### config.mk
export PLATFORM = sky130hd
export DESIGN_NAME = hazard_ctrl_unit
export DESIGN_NICKNAME = d
export VERILOG_FILES = /design/src/rtl/hazard_pkg.sv /design/src/rtl/hazard_ctrl_unit_fwd_sel.sv /design/src/rtl/hazard_ctrl_unit.sv
export SDC_FILE = /design/constraint.sdc
export NUM_CORES = 1
export LEC_CHECK = 0
export CAP_MARGIN = 20
export CORE_MARGIN = 3
export CORE_UTILIZATION = 42
export CTS_CLUSTER_DIAMETER = 30
export DETAILED_ROUTE_END_ITERATION = 7
export PLACE_DENSITY = 0.86
export RECOVER_POWER = 50
export SYNTH_ARGS = -nofsm -noshare
export SYNTH_HDL_FRONTEND = slang
export SYNTH_SLANG_ARGS = --single-unit
### constraint.sdc
create_clock -name clk -period 7.8 [get_ports clk]
set_input_delay 1.56 -clock clk [delete_from_list [all_inputs] [get_ports clk]]
set_output_delay 1.56 -clock clk [all_outputs]
set_load 0.005 [all_outputs]
### src/rtl/hazard_pkg.sv
// Shared opcode constants, forwarding-select and FSM state encodings
// for the pipeline hazard controller.
package hazard_pkg;

    localparam logic [6:0] OP_LOAD   = 7'b0000011;
    localparam logic [6:0] OP_STORE  = 7'b0100011;
    localparam logic [6:0] OP_BRANCH = 7'b1100011;

    typedef enum logic [1:0] {
        NONE = 2'd0,
        MEM  = 2'd1,
        WB   = 2'd2
    } fwd_sel_e;

    typedef enum logic [1:0] {
        RUN,
        STALL,
        FLUSH
    } state_e;

    // Stores and branches carry an rd-shaped field that is not a destination.
    function automatic logic is_writer(input logic       reg_write,
                                       input logic [4:0] rd,
                                       input logic [6:0] opcode);
        return reg_write && (rd != 5'd0) && (opcode != OP_STORE) && (opcode != OP_BRANCH);
    endfunction

endpackage

### src/rtl/hazard_ctrl_unit_fwd_sel.sv
// Forwarding select for one EX source register; MEM has priority over WB.
module fwd_sel
    import hazard_pkg::*;
#(
    parameter int NUM_FWD_SRC = 2
) (
    input  logic [4:0] rs,
    input  logic [4:0] mem_rd,
    input  logic       mem_src,
    input  logic [4:0] wb_rd,
    input  logic       wb_wr,
    output fwd_sel_e   sel
);

    always_comb begin
        sel = NONE;
        if (mem_src && (rs == mem_rd)) begin
            sel = MEM;
        end else if ((NUM_FWD_SRC == 2) && wb_wr && (rs == wb_rd)) begin
            sel = WB;
        end
    end

endmodule

### src/rtl/hazard_ctrl_unit.sv
// Pipeline hazard controller: operand forwarding, load-use stall and
// branch flush sequencing, plus saturating stall/flush event counters.
module hazard_ctrl_unit
    import hazard_pkg::*;
#(
    parameter int NUM_FWD_SRC       = 2,
    parameter int FLUSH_CYCLES      = 2,
    parameter int LOAD_STALL_CYCLES = 1,
    parameter int CNT_W             = 32
) (
    input  logic             clk,
    input  logic             rst,
    input  logic [31:0]      id_instr,
    input  logic [31:0]      ex_instr,
    input  logic [31:0]      mem_instr,
    input  logic [31:0]      wb_instr,
    input  logic             mem_reg_write,
    input  logic             wb_reg_write,
    input  logic             br_taken,
    output logic [1:0]       fwd_a,
    output logic [1:0]       fwd_b,
    output logic             stall_if,
    output logic             stall_id,
    output logic             flush_id,
    output logic             flush_ex,
    output logic [CNT_W-1:0] stall_count,
    output logic [CNT_W-1:0] flush_count
);

    localparam logic [1:0] FLUSH_RELOAD = (FLUSH_CYCLES > 1) ? 2'(FLUSH_CYCLES - 2) : 2'd0;
    localparam logic [1:0] STALL_RELOAD = (LOAD_STALL_CYCLES > 1) ? 2'(LOAD_STALL_CYCLES - 2) : 2'd0;

    logic [4:0] mem_rd, wb_rd, ex_rd;
    logic       mem_wr, wb_wr, mem_src, load_use;
    fwd_sel_e   sel_a, sel_b;
    state_e     state;
    logic [1:0] cnt;
    logic       flush_act, stall_act;
    logic       unused_bits;

    assign mem_rd  = mem_instr[11:7];
    assign wb_rd   = wb_instr[11:7];
    assign ex_rd   = ex_instr[11:7];
    assign mem_wr  = is_writer(mem_reg_write, mem_rd, mem_instr[6:0]);
    assign wb_wr   = is_writer(wb_reg_write, wb_rd, wb_instr[6:0]);
    // A load in MEM has no data yet, so it can only be handled by the stall.
    assign mem_src = mem_wr && (mem_instr[6:0] != OP_LOAD);

    assign load_use = (ex_instr[6:0] == OP_LOAD) && (ex_rd != 5'd0) &&
                      ((id_instr[19:15] == ex_rd) || (id_instr[24:20] == ex_rd));

    assign unused_bits = ^{id_instr[31:25], id_instr[14:0], ex_instr[31:25], ex_instr[14:12],
                           mem_instr[31:12], wb_instr[31:12]};

    fwd_sel #(.NUM_FWD_SRC(NUM_FWD_SRC)) u_fwd_a (
        .rs      (ex_instr[19:15]),
        .mem_rd  (mem_rd),
        .mem_src (mem_src),
        .wb_rd   (wb_rd),
        .wb_wr   (wb_wr),
        .sel     (sel_a)
    );

    fwd_sel #(.NUM_FWD_SRC(NUM_FWD_SRC)) u_fwd_b (
        .rs      (ex_instr[24:20]),
        .mem_rd  (mem_rd),
        .mem_src (mem_src),
        .wb_rd   (wb_rd),
        .wb_wr   (wb_wr),
        .sel     (sel_b)
    );

    assign fwd_a = sel_a;
    assign fwd_b = sel_b;

    // First cycle of a stall/flush is signalled combinationally from RUN;
    // the FSM only covers the remaining cycles.
    always_comb begin
        flush_act = br_taken || (state == FLUSH);
        stall_act = !br_taken && ((state == STALL) || ((state == RUN) && load_use));
    end

    assign stall_if = !rst && stall_act;
    assign stall_id = !rst && stall_act;
    assign flush_id = !rst && flush_act;
    assign flush_ex = !rst && (flush_act || stall_act);

    always_ff @(posedge clk or posedge rst) begin
        if (rst) begin
            state <= RUN;
            cnt   <= '0;
        end else if (br_taken) begin
            if (FLUSH_CYCLES > 1) begin
                state <= FLUSH;
                cnt   <= FLUSH_RELOAD;
            end else begin
                state <= RUN;
                cnt   <= '0;
            end
        end else begin
            case (state)
                RUN: begin
                    if (load_use && (LOAD_STALL_CYCLES > 1)) begin
                        state <= STALL;
                        cnt   <= STALL_RELOAD;
                    end
                end
                STALL, FLUSH: begin
                    if (cnt == '0) state <= RUN;
                    else           cnt   <= cnt - 2'd1;
                end
                default: begin
                    state <= RUN;
                    cnt   <= '0;
                end
            endcase
        end
    end

    always_ff @(posedge clk or posedge rst) begin
        if (rst) begin
            stall_count <= '0;
            flush_count <= '0;
        end else begin
            if (stall_id && (stall_count != '1)) stall_count <= stall_count + CNT_W'(1);
            if (flush_id && (flush_count != '1)) flush_count <= flush_count + CNT_W'(1);
        end
    end

endmodule

---- Word-level counts from Yosys, hierarchy flattened ----
Index checks and enable logic that the tools add are counted.
word-level totals
  flip-flop bits (word level) ............. 68
  input bits .............................. 133
  output and inout port bits .............. 72
  logic and storage cells ................. 70
operators by class
  add/sub/neg operators ................... 3
  eq/ne operators ......................... 19
  multiplexer cells ....................... 10
  reduce and logical (&&, ||, !) cells .... 34
operators with widths
  cell                                                   count
  adder 32 x 1 -> 32 bit, second input constant          2
  inequality test 32 bit, second input constant          2
  == test 5 bit                                          6
  logical AND 1 bit                                      20
  2-to-1 mux 2 bit                                       8
  nonzero test 5 bit                                     3
  inequality test 7 x 6 -> 1 bit, second input constant  2
  inequality test 7 bit, second input constant           2
  case mux 2 bit (2 select lines)                        2
  == test 7 x 2 -> 1 bit, second input constant          1
  inequality test 7 x 2 -> 1 bit, second input constant  1
  inequality test 3 bit, second input constant           2
  zero test 2 bit                                        2
  logical OR 1 bit                                       4
  AND reduction 2 bit                                    2
  == test 2 x 1 -> 1 bit, second input constant          1
  == test 2 bit, second input constant                   1
  zero test 1 bit                                        2
  inequality test 2 bit, second input constant           1
  OR reduction 2 bit                                     1
  subtractor 2 x 1 -> 2 bit, second input constant       1

---- Longest topological paths before layout ----
  depth in word-level cells ............... 8
  depth in mapped cells ................... 8
  mapped depth without buffers ............ 7

---- Cells and area by module ----
A second synthesis with hierarchy kept.
unflattened totals
  cells, all modules ...................... 387
  area total of the unflattened synthesis .. 3854.9 um2
by module, submodules not included
  module            instances  cells each  area each (um2)  seq. area each (um2)
  hazard_ctrl_unit  1          357         3604.7           1676.6
  fwd_sel           2          15          125.1            0.0

---- Worst setup path before layout ----
No wires, ideal clock.
  kind .................................... input to output
  start point ............................. input rst
  end point ............................... output flush_ex
  arrival ................................. 3982 ps
  data required time ...................... 6240 ps
  path slack .............................. 2258 ps
  stages on the path ...................... 4
  buffers on the path ..................... 0
  cell sequence ........................... inv_1 -> o21ai_0 -> inv_1 -> or2_2
on the way
  longest elaborated chain between the ends .. 2
ends and longest elaborated chain
  element                           RTL line                RTL
  start, declared                   hazard_ctrl_unit.sv:12  input logic rst,
  zero test 1 bit (no source line)  n/a
  logical AND 1 bit                 hazard_ctrl_unit.sv:86  assign flush_ex = !rst && (flush_act || stall_act);
  end, declared                     hazard_ctrl_unit.sv:25  output logic flush_ex,
Every way passes these cells.

---- Worst setup path in the final report ----
  start point ............................. input br_taken
  end point ............................... output flush_ex
on the way
  longest elaborated chain between the ends .. 4
  elaborated cells between the ends (all ways) .. 5
  classes of those cells .................. reduce/logical (5)
ends and longest elaborated chain
  element                RTL line                RTL
  start, declared        hazard_ctrl_unit.sv:19  input logic br_taken,
  zero test 1 bit        hazard_ctrl_unit.sv:80  stall_act = !br_taken && ((state == STALL) || ((state == RUN) && load_use));
  logical AND 1 bit      hazard_ctrl_unit.sv:80
  logical OR 1 bit (*)   hazard_ctrl_unit.sv:86
  logical AND 1 bit (*)  hazard_ctrl_unit.sv:86
Every way passes the cells marked *; elsewhere a longest branch is shown, timed or not.

==> impl_metrics.py <==
metrics = {
    "run_status": {
        "status": "finished with violations",
        "violations": "capacitance limit, slew limit",
    },
    "critical_path": {
        "path_max_fanout": 5,
        "critPathRequiredTime_ns": 6.24,
        "cp-start-kind": "input port",
        "crit_buf_inv": 2,
        "critPathKind": "in2out",
        "cp_slowest_cell": "dlygate4sd3_1",
        "arrival_ns": 3.88,
        "crit_chain": "dlygate4sd3_1 -> nor4_1 -> nand4_1 -> a21oi_2 -> and2_1 -> or2_2 -> clkdlybuf4s50_1",
        "end_kind": "primary output",
        "cp_top_family": "buffers and inverters",
        "cpPeakStageDelay_ns": 0.61,
    },
    "yosys": {
        "yosys.area_share.simple_pct": 26.44,
        "syn_area_sq_mm": 0.003715,
        "synth_cells": 364,
        "synthArstFlopShare_pct": 100.0,
        "ys_warn_count": 0,
        "syn_avg_cell_area_sq_um": 10.21,
        "yosys_register_bits": 67,
        "ys_types": 47,
        "synth_nets": 500,
        "synthMuxAreaShare_pct": 1.179,
        "yosys_most_used_dff": "dfrtp_1",
        "synth_edf_count": 0,
        "synth_compound_area_share_pct": 3.166,
        "seq_area_frac_synth_pct": 45.13,
        "synthAdderAreaFrac_pct": 1.010,
        "synth-xor-area-share_pct": 21.22,
        "synth_top_family_by_area": "simple AND/OR/NAND/NOR gates",
    },
    "clocking": {
        "cts_buffers": 9,
        "cts_root_buffer": "clkbuf_8",
        "post-cts-setup-buffers": 0,
        "cts_sinks": 67,
        "clk_latency_ns": 0.33,
        "cts_hold_buf": 0,
        "cts.path.max_buffers": 2,
        "cts.reportedPaths.clkPinSlew_ns": 0.06,
        "cts_tree": "built",
        "cts_resized": 0,
        "h-tree-depth": 3,
    },
    "drt": {
        "avgViaCountPerCell": 5.301,
        "num_vias": 3239,
        "firstDrtPassIters": 4,
        "detail-route-antenna-nets": 0,
        "wl_per_cell_um": 14.95,
        "drtIter0Drc": 109,
        "drc": 0,
        "wl_um": 9132,
    },
    "cells_and_area": {
        "stdcell_area_sq_mm": 0.005279,
        "area_growth_syn_to_layout_pct": 42.10,
        "fin_util_pct": 62.98,
        "nets": 639,
        "layout-drive-gt1-share_pct": 5.534,
        "antennaDiodeCount": 0,
    },
    "placement": {
        "dpl_cell_area_sq_mm": 0.005134,
        "io_buffers": 131,
        "dpl.hpwl_um": 7355,
        "place_congestion": 0.8351,
    },
    "sta": {
        "period_needed_ns": 5.439,
        "worstMarginPinSlew_ns": 3.369,
        "finClkSkew_ns": 0.009061,
        "setup_viol": 0,
        "timing.fmax_ghz": 0.1839,
        "fin_crit_sh_pct": 69.73,
        "maxSlewViolCount": 65,
        "finalHoldViolCount": 0,
        "setup_tns_ns": 0,
        "hold_slack_ns": 0.4854,
        "grt_setup_unrepaired": "false",
        "slew_headroom_pct": -124.6,
    },
    "die": {
        "dieWidth_um": 100.0,
        "start_util_pct": 44.32,
        "core_area_sq_mm": 0.008382,
        "row_count": 33,
        "die-area_sq_mm": 0.01001,
        "ioPinCount": 205,
        "die_y_um": 100.0,
    },
    "power_and_ir_drop": {
        "leakage_nw": 2.274,
        "max-vdd-ir-drop_mv": 0.07286,
        "power.density_mw_per_mm2": 150.9,
    },
    "flow_run": {
        "max-cap-violations": 1,
    },
    "global_routing": {
        "gr-usage-all-layers_pct": 19.31,
        "grt-ovfl-total": 0,
        "grt_max_degree": 65,
        "grt_antenna_before_repair": 0,
        "grt_pass1_wl_um": 15610,
        "grt_pass1_vias": 3288,
    },
    "worst_hold_path": {
        "hold_path_class": "reg2reg",
    },
}
-- synth_stat cells, types with 2 or more instances --
cell type | number | area (sq um)
nand3_2 | 2 | 20.02
xor2_1 | 32 | 280.3
mux2_1 | 2 | 22.52
nor2_1 | 26 | 97.59
nand4_1 | 20 | 125.1
a21oi_2 | 2 | 17.52
dfrtp_1 | 67 | 1677
nand3_1 | 34 | 170.2
and2_1 | 3 | 18.77
nand2_1 | 32 | 120.1
and4_1 | 9 | 78.83
inv_1 | 10 | 37.54
nor3_1 | 15 | 75.07
and3_1 | 10 | 62.56
a21oi_1 | 3 | 15.01
xnor2_1 | 58 | 508.0
ha_1 | 3 | 37.54
nand2b_1 | 2 | 12.51
nor4_1 | 4 | 25.02
nor4b_1 | 2 | 17.52
buf_4 | 2 | 15.01
-- routing by layer --
| metal | track usage, % | part of all wire (%) |
|---|---|---|
| met1 | 24.29 | 41 |
| met5 | 0 | 0 |
| met4 | 8.497 | 2.3 |
| met3 | 4.309 | 6.7 |
| met2 | 31.91 | 49 |
-- final timing paths --
kind / start / endpoint / slack, ns / depth (start not counted)
min in group asynchronous: rst / cnt[0]$_DFFE_PP0P_ / 1.58 / 2
worst min-delay path: stall_count[30]$_DFFE_PP0P_ / stall_count[30]$_DFFE_PP0P_ / 0.49 / 1
worst max-delay path: br_taken / flush_ex / 2.36 / 7
max in group asynchronous: rst / stall_count[1]$_DFFE_PP0P_ / 2.73 / 3
worst min register to register: stall_count[30]$_DFFE_PP0P_ / stall_count[30]$_DFFE_PP0P_ / 0.49 / 1
worst max register to register: stall_count[8]$_DFFE_PP0P_ / stall_count[14]$_DFFE_PP0P_ / 5.48 / 6
-- final cells by class --
type | count | area (sq um)
clock inverter | 3 | 17.52
tap | 105 | 131.4
multi-input combinational | 283 | 1969
clock buffer | 11 | 131.4
inverter | 10 | 37.54
fill | 687 | 3103
sequential | 67 | 1677
timing repair buffer | 132 | 1315
-- cell usage in the layout, fill, tap and decap left out, drive strengths merged, types with 5 or more instances in the layout --
cell and count:
a21oi 5, nor3 15, inv 10, nand3 36
clkbuf 12, xor2 32, nand4 22, nand2 32
and4 9, dfrtp 67, nor2 27, dlygate4sd3 35
nor4 6, xnor2 58, clkdlybuf4s50 96, and3 10
-- cell families after synthesis --
logic type | Yosys count
compound gates | 13
buf+inv | 14
flops | 67
xor+xnor | 90
mux | 4
fa+ha+maj | 3
simple gates | 173
-- stage by stage --
step / setup slack, ns / instances / total power, W
global placement: 2.461 / 597 / 0.0005670
detailed placement: 2.401 / 597 / 0.0005766
CTS: 2.400 / 611 / 0.0008085
finish: 2.361 / 611 / 0.0007968
global route: 1.923 / 611 / 0.0008432
floorplan: 2.258 / 364 / 0.0004847
-- power by group --
| group | internal, W | leakage (nW) | switching (W) |
|---|---|---|---|
| Combinational | 0.0000945 | 1.29 | 0.0000688 |
| Sequential | 0.000370 | 0.912 | 0.0000309 |
| Clock | 0.000111 | 0.0750 | 0.000121 |
-- state kept, by name, indices dropped and copies added, names as in the netlist --
name         count
cnt              2
flush_count     32
stall_count     32
state            1
Note: power is estimated with default switching activity, not from simulation.
